### src/rtl/motion_pkg.sv
// Shared types and constants for the motion sequencer.
//   state_e : sequencer states (IDLE, SLEW, SETTLE)
//   grant_e : which request source currently owns the servos
//   COORD_W : width of one coordinate axis
package motion_pkg;

  localparam int COORD_W = 8;

  typedef enum logic [1:0] {
    ST_IDLE   = 2'd0,
    ST_SLEW   = 2'd1,
    ST_SETTLE = 2'd2
  } state_e;

  typedef enum logic [1:0] {
    GRANT_NONE = 2'b00,
    GRANT_KB   = 2'b01,
    GRANT_US   = 2'b10
  } grant_e;

endpackage

### src/rtl/axis_slewer.sv
// One coordinate axis: holds the commanded position and moves it one unit
// toward the goal on each step strobe.
//   clk   : system clock
//   reset : asynchronous, active-high; position returns to HOME
//   step  : single-cycle strobe, move one unit toward goal
//   goal  : destination coordinate
//   pos   : current commanded coordinate
module axis_slewer
  import motion_pkg::*;
#(
  parameter int HOME = 2
) (
  input  logic               clk,
  input  logic               reset,
  input  logic               step,
  input  logic [COORD_W-1:0] goal,
  output logic [COORD_W-1:0] pos
);

  // Comparing before moving means pos never passes goal, so 0 and the
  // maximum coordinate are reached exactly and never wrap.
  always_ff @(posedge clk or posedge reset) begin
    if (reset) begin
      pos <= COORD_W'(HOME);
    end else if (step) begin
      if (pos < goal) begin
        pos <= pos + 1'b1;
      end else if (pos > goal) begin
        pos <= pos - 1'b1;
      end
    end
  end

endmodule

### src/rtl/motion_sequencer.sv
// Arbitrates keyboard and ultrasonic move requests and slews the commanded
// coordinate toward the granted goal one unit per STEP_CYCLES, then keeps
// the servos enabled for SETTLE_CYCLES before releasing them.
//   clk, reset          : clock, asynchronous active-high reset
//   kb_req, kb_x, kb_y  : keyboard request (level) and goal coordinate
//   us_req, us_x, us_y  : ultrasonic request (level) and goal coordinate
//   target_x, target_y  : commanded coordinate to inverse kinematics
//   servo_en            : PWM enable, high outside IDLE
//   grant               : 00 none, 01 keyboard, 10 ultrasonic
//   busy                : high while slewing
//   at_target           : commanded coordinate equals latched goal
module motion_sequencer
  import motion_pkg::*;
#(
  parameter int STEP_CYCLES   = 2_000_000,
  parameter int SETTLE_CYCLES = 50_000_000,
  parameter int HOME_X        = 2,
  parameter int HOME_Y        = 2
) (
  input  logic               clk,
  input  logic               reset,
  input  logic               kb_req,
  input  logic [COORD_W-1:0] kb_x,
  input  logic [COORD_W-1:0] kb_y,
  input  logic               us_req,
  input  logic [COORD_W-1:0] us_x,
  input  logic [COORD_W-1:0] us_y,
  output logic [COORD_W-1:0] target_x,
  output logic [COORD_W-1:0] target_y,
  output logic               servo_en,
  output logic [1:0]         grant,
  output logic               busy,
  output logic               at_target
);

  localparam int STEP_W   = (STEP_CYCLES   > 1) ? $clog2(STEP_CYCLES)   : 1;
  localparam int SETTLE_W = (SETTLE_CYCLES > 1) ? $clog2(SETTLE_CYCLES) : 1;

  state_e               state, state_n;
  grant_e               grant_q, grant_n;
  logic [COORD_W-1:0]   goal_x, goal_y, goal_x_n, goal_y_n;
  logic [STEP_W-1:0]    step_cnt;
  logic [SETTLE_W-1:0]  settle_cnt;
  logic                 step_last, settle_last, step_stb, settle_clr;
  logic                 goal_n_reached;

  assign step_last   = (step_cnt   == STEP_W'(STEP_CYCLES - 1));
  assign settle_last = (settle_cnt == SETTLE_W'(SETTLE_CYCLES - 1));
  assign step_stb    = (state == ST_SLEW) && step_last;

  assign goal_n_reached = (goal_x_n == target_x) && (goal_y_n == target_y);

  always_comb begin
    state_n    = state;
    grant_n    = grant_q;
    goal_x_n   = goal_x;
    goal_y_n   = goal_y;
    settle_clr = 1'b0;

    // The owning source steers the goal while it keeps requesting; once it
    // drops its request the last goal is kept so motion still completes.
    if (grant_q == GRANT_KB && kb_req) begin
      goal_x_n = kb_x;
      goal_y_n = kb_y;
    end else if (grant_q == GRANT_US && us_req) begin
      goal_x_n = us_x;
      goal_y_n = us_y;
    end

    case (state)
      ST_IDLE: begin
        if (kb_req) begin
          grant_n  = GRANT_KB;
          goal_x_n = kb_x;
          goal_y_n = kb_y;
        end else if (us_req) begin
          grant_n  = GRANT_US;
          goal_x_n = us_x;
          goal_y_n = us_y;
        end
        if (kb_req || us_req) begin
          state_n = goal_n_reached ? ST_SETTLE : ST_SLEW;
        end
      end

      ST_SLEW: begin
        // Keyboard preempts ultrasonic; the step counter keeps running.
        if (grant_q == GRANT_US && kb_req) begin
          grant_n  = GRANT_KB;
          goal_x_n = kb_x;
          goal_y_n = kb_y;
        end
        if (goal_n_reached) begin
          state_n = ST_SETTLE;
        end
      end

      ST_SETTLE: begin
        if (grant_q == GRANT_US && kb_req) begin
          grant_n    = GRANT_KB;
          goal_x_n   = kb_x;
          goal_y_n   = kb_y;
          settle_clr = 1'b1;
        end else if (grant_q == GRANT_KB && !kb_req && us_req) begin
          grant_n    = GRANT_US;
          goal_x_n   = us_x;
          goal_y_n   = us_y;
          settle_clr = 1'b1;
        end
        if (!goal_n_reached) begin
          state_n = ST_SLEW;
        end else if (!settle_clr && settle_last) begin
          state_n = ST_IDLE;
          grant_n = GRANT_NONE;
        end
      end

      default: begin
        state_n = ST_IDLE;
        grant_n = GRANT_NONE;
      end
    endcase
  end

  // Step counter only runs while staying in SLEW, so any entry into SLEW
  // from another state starts a fresh STEP_CYCLES interval, while a
  // preemption that stays in SLEW keeps the running count.
  always_ff @(posedge clk or posedge reset) begin
    if (reset) begin
      state      <= ST_IDLE;
      grant_q    <= GRANT_NONE;
      goal_x     <= COORD_W'(HOME_X);
      goal_y     <= COORD_W'(HOME_Y);
      step_cnt   <= '0;
      settle_cnt <= '0;
    end else begin
      state   <= state_n;
      grant_q <= grant_n;
      goal_x  <= goal_x_n;
      goal_y  <= goal_y_n;
      if (state == ST_SLEW && state_n == ST_SLEW && !step_last) begin
        step_cnt <= step_cnt + 1'b1;
      end else begin
        step_cnt <= '0;
      end
      if (state == ST_SETTLE && state_n == ST_SETTLE && !settle_clr) begin
        settle_cnt <= settle_cnt + 1'b1;
      end else begin
        settle_cnt <= '0;
      end
    end
  end

  axis_slewer #(.HOME(HOME_X)) u_axis_x (
    .clk   (clk),
    .reset (reset),
    .step  (step_stb),
    .goal  (goal_x),
    .pos   (target_x)
  );

  axis_slewer #(.HOME(HOME_Y)) u_axis_y (
    .clk   (clk),
    .reset (reset),
    .step  (step_stb),
    .goal  (goal_y),
    .pos   (target_y)
  );

  assign servo_en  = (state != ST_IDLE);
  assign busy      = (state == ST_SLEW);
  assign grant     = grant_q;
  assign at_target = (target_x == goal_x) && (target_y == goal_y);

endmodule

### config.mk
export PLATFORM = sky130hd
export DESIGN_NAME = motion_sequencer
export DESIGN_NICKNAME = d
export VERILOG_FILES = /design/src/rtl/motion_pkg.sv /design/src/rtl/axis_slewer.sv /design/src/rtl/motion_sequencer.sv
export SDC_FILE = /design/constraint.sdc
export NUM_CORES = 1
export LEC_CHECK = 0
export BUFFER_PORTS_ARGS = -buffer_cell sky130_fd_sc_hd__buf_2
export CAP_MARGIN = 20
export CORE_ASPECT_RATIO = 1.75
export CORE_MARGIN = 4
export CORE_UTILIZATION = 50
export DETAILED_ROUTE_END_ITERATION = 10
export HOLD_SLACK_MARGIN = 0.06
export PLACE_DENSITY = 0.69
export SLEW_MARGIN = 5
export SYNTH_ARGS = -nofsm -noshare
export SYNTH_HDL_FRONTEND = slang
export SYNTH_SLANG_ARGS = --single-unit
### constraint.sdc
create_clock -name clk -period 4.9 [get_ports clk]
set_clock_uncertainty 0.2 [all_clocks]
set_input_delay 0.49 -clock clk [delete_from_list [all_inputs] [get_ports clk]]
set_output_delay 0.49 -clock clk [all_outputs]
set_load 0.02 [all_outputs]
==> impl_metrics.toml <==
[outcome]
outcome = "finished, final reports clean"

[clock_tree]
cts_tree = "built"
cts_resized = 0
postCtsSetupBuffers = 0
htreeDepth = 3
clock_latency_ps = 350
cts_buffers = 9
cts_hold_buffers = 0
clk_pin_slew_ps = 60
clock_sinks = 83
clock_path_buffers = 2
cts-root-buf = "clkbuf_16"

[floorplan]
fp.dieH_um = 160
rows = 55
dieArea_um2 = 15200
die-width_um = 94.9
ios = 57
start_util_pct = 51.0
coreArea_um2 = 12900

[worst_setup_path]
endpoint_kind = "flip-flop"
critical_path_class = "reg2reg"
cp.required_ps = 4950
crit_path_max_fanout = 17
start_kind = "flip-flop"
critical_path_arrival_ps = 4430

[routing]
drtIter0Drc = 582
vias = 6366
routed_via_density = 6.36
drt-pass1-iter-count = 6
routedWlPerCell_um = 21.0
drc = 0
antenna_left = 0
wirelength_um = 21000

[timing]
holdWs_ps = 298
finalCriticalPeriod_ps = 4380
tns_ps = 0
slew_headroom_pct = 42.9
tightest_slew_ps = 856
rsz0062_at_grt = "false"
slew_viol_final = 0
setup_viol = 0
finalHoldViolations = 0
period_share_pct = 89.4
fmax_mhz = 228

[synth]
yosysTopAreaCell = "dfrtp_1"
avgSynthCellArea_um2 = 8.61
yosysWarnings = 0
synth_area_um2 = 6600
synthFlopType = "dfrtp_1"
ys_ff_latch = 83
synth.top_cell.area_share_pct = 29.9
syn_inst = 767
ys_types = 82
synthTopCellsByArea = "dfrtp_1 (30%), ha_1 (5.7%), xnor2_1 (5.0%)"
syn_nets = 835
synth-async-reset-ratio_pct = 100
synth_enable_flop_cells = 0
yosysSeqAreaShare_pct = 31.5

[power_and_ir_drop]
intPower_uw = 1400
p_comb_share_pct = 22.8
peakVddDrop_mv = 0.170
leakagePower_uw = 0.00342
pwr-share-seq_pct = 40.5
switching_share_pct = 31.4
p_per_area_nw_per_um2 = 273
power.switching_uw = 644
clockPowerShare_pct = 36.7

[final_layout]
regArea_um2 = 2080
drive_gt1_share_pct = 16.9
areaGrowthSynthToFinish_pct = 13.6
n_fill_cell = 1231
fin_area_um2 = 7500
nets = 893
diodes = 0
multi_input_area_um2 = 4180

[placed_design]
dpl-instance-area_um2 = 7150
place_congestion = 0.978
hpwl_um = 15600
io_buffers = 56

[grt]
grt_max_degree = 57
antenna_found_initial = 0
first_global_vias = 6490
track_usage_pct = 28.3
grt_overflow = 0
grt_pass1_wl_um = 33400

[job]
maxCapViolCount = 0

[hold_path]
hp-class = "reg2reg"
per-layer routing:
| layer | up-vias | global-route usage, % | share of wire, % |
|---|---|---|---|
| met3 | 87 | 5.75 | 5.9 |
| met4 | 0 | 15.8 | 5.4 |
| met5 | - | 0 | 0 |
| met2 | 249 | 47.5 | 51 |
| li1 | 2936 | - | - |
| met1 | 3094 | 32.9 | 38 |
cell usage in the layout (no fill, tap or decap), types with 6 or more instances in the layout:
cell type and instances:
and3_1 22, nand3b_1 6, a22oi_1 11, mux2_2 11
nand2b_1 12, mux2i_1 13, a31oi_1 9, a21oi_1 35
nand4_1 11, nor3_1 30, o21ai_0 42, nand2_1 54
buf_4 30, inv_1 35, nor4_1 12, a21o_1 13
o22ai_1 11, buf_2 56, nor2b_1 10, nand3_1 28
o211ai_1 12, ha_1 30, clkbuf_16 9, dfrtp_1 79
o21a_1 6, xor2_1 32, xnor2_1 38, nor2_1 53
power groups by stage:
stage / sequential (uW) / combinational, uW / clock [uW]
after detailed placement: 835 / 456 / 0
after global placement: 835 / 441 / 0
final: 829 / 467 / 752
after global routing: 834 / 516 / 787
after floorplan: 811 / 325 / 0
after CTS: 825 / 459 / 758
final cells by class:
type	instances	area share, %
multi-input cells	605	55.8
inverters	37	1.87
repair buffers	89	7.50
well taps	171	2.85
clock inverters	6	1.20
flip-flops and latches	83	27.8
clock buffers	10	3.05
cell usage after synthesis (5+ instances only):
library cell  instances
dfrtp_1              79
nand2_1              54
nor2_1               53
o21ai_0              42
xnor2_1              38
inv_1                36
a21oi_1              35
xor2_1               32
ha_1                 30
nor3_1               30
nand3_1              28
and3_1               22
clkbuf_1             20
a21o_1               13
buf_2                13
mux2i_1              13
nor4_1               13
nand2b_1             12
o211ai_1             12
a22oi_1              11
mux2_2               11
nand4_1              11
o22ai_1              11
nor2b_1              10
a31oi_1               9
nand3b_1              6
o21a_1                6
a211oi_1              5
and3b_1               5
buf_6                 5
nor3_2                5
o221ai_1              5
metrics by stage:
stage / total power, uW / std cells / worst slack [ps] / utilization [%]
floorplan: 1140 / 767 / 1190 / -
global placement: 1280 / 983 / 646 / 55.2
detailed placement: 1290 / 983 / 523 / 55.2
CTS: 2040 / 999 / 514 / 57.7
global route: 2140 / 1001 / 346 / 58.0
finish: 2050 / 1001 / 522 / 58.0
logic make-up (layout without fill, tap and decap cells):
kind of cell / Yosys count / count (layout) / synth area share [%]
XOR/XNOR: 71 / 71 / 9.53
flip-flops: 83 / 83 / 31.5
buffers and inverters: 79 / 142 / 5.36
adder cells (fa/ha/maj): 32 / 32 / 6.29
AO/OA/AOI/OAI: 203 / 203 / 21.0
multiplexers: 24 / 24 / 3.85
AND/OR/NAND/NOR: 275 / 275 / 22.4
registers in the layout, summed over array words and instances (netlist names):
register	count
u_axis_x.pos	8
goal_y	8
goal_x	8
settle_cnt	26
u_axis_y.pos	8
step_cnt	21
state	2
grant	2
critical path, cell delays in order, from the launching register on:
cell,delay (ps)
dfrtp_1,570
and3b_1,810
mux2i_1,280
o22ai_1,110
or4b_1,480
o311ai_1,100
nand4_1,180
or4_4,580
or4_4,700
nor4b_2,260
final timing paths:
path                                  end  cells after the start  slack (ps)           from
hold / removal              settle_cnt[0]                      1         300  settle_cnt[0]
hold reg to reg             settle_cnt[0]                      1         300  settle_cnt[0]
max in group asynchronous       goal_x[1]                      5        3160          reset
setup / recovery            settle_cnt[1]                      9         520       grant[0]
setup reg to reg            settle_cnt[1]                      9         520       grant[0]
min in group asynchronous  settle_cnt[21]                      3         370          reset
Power figures use the tool's default switching activity.
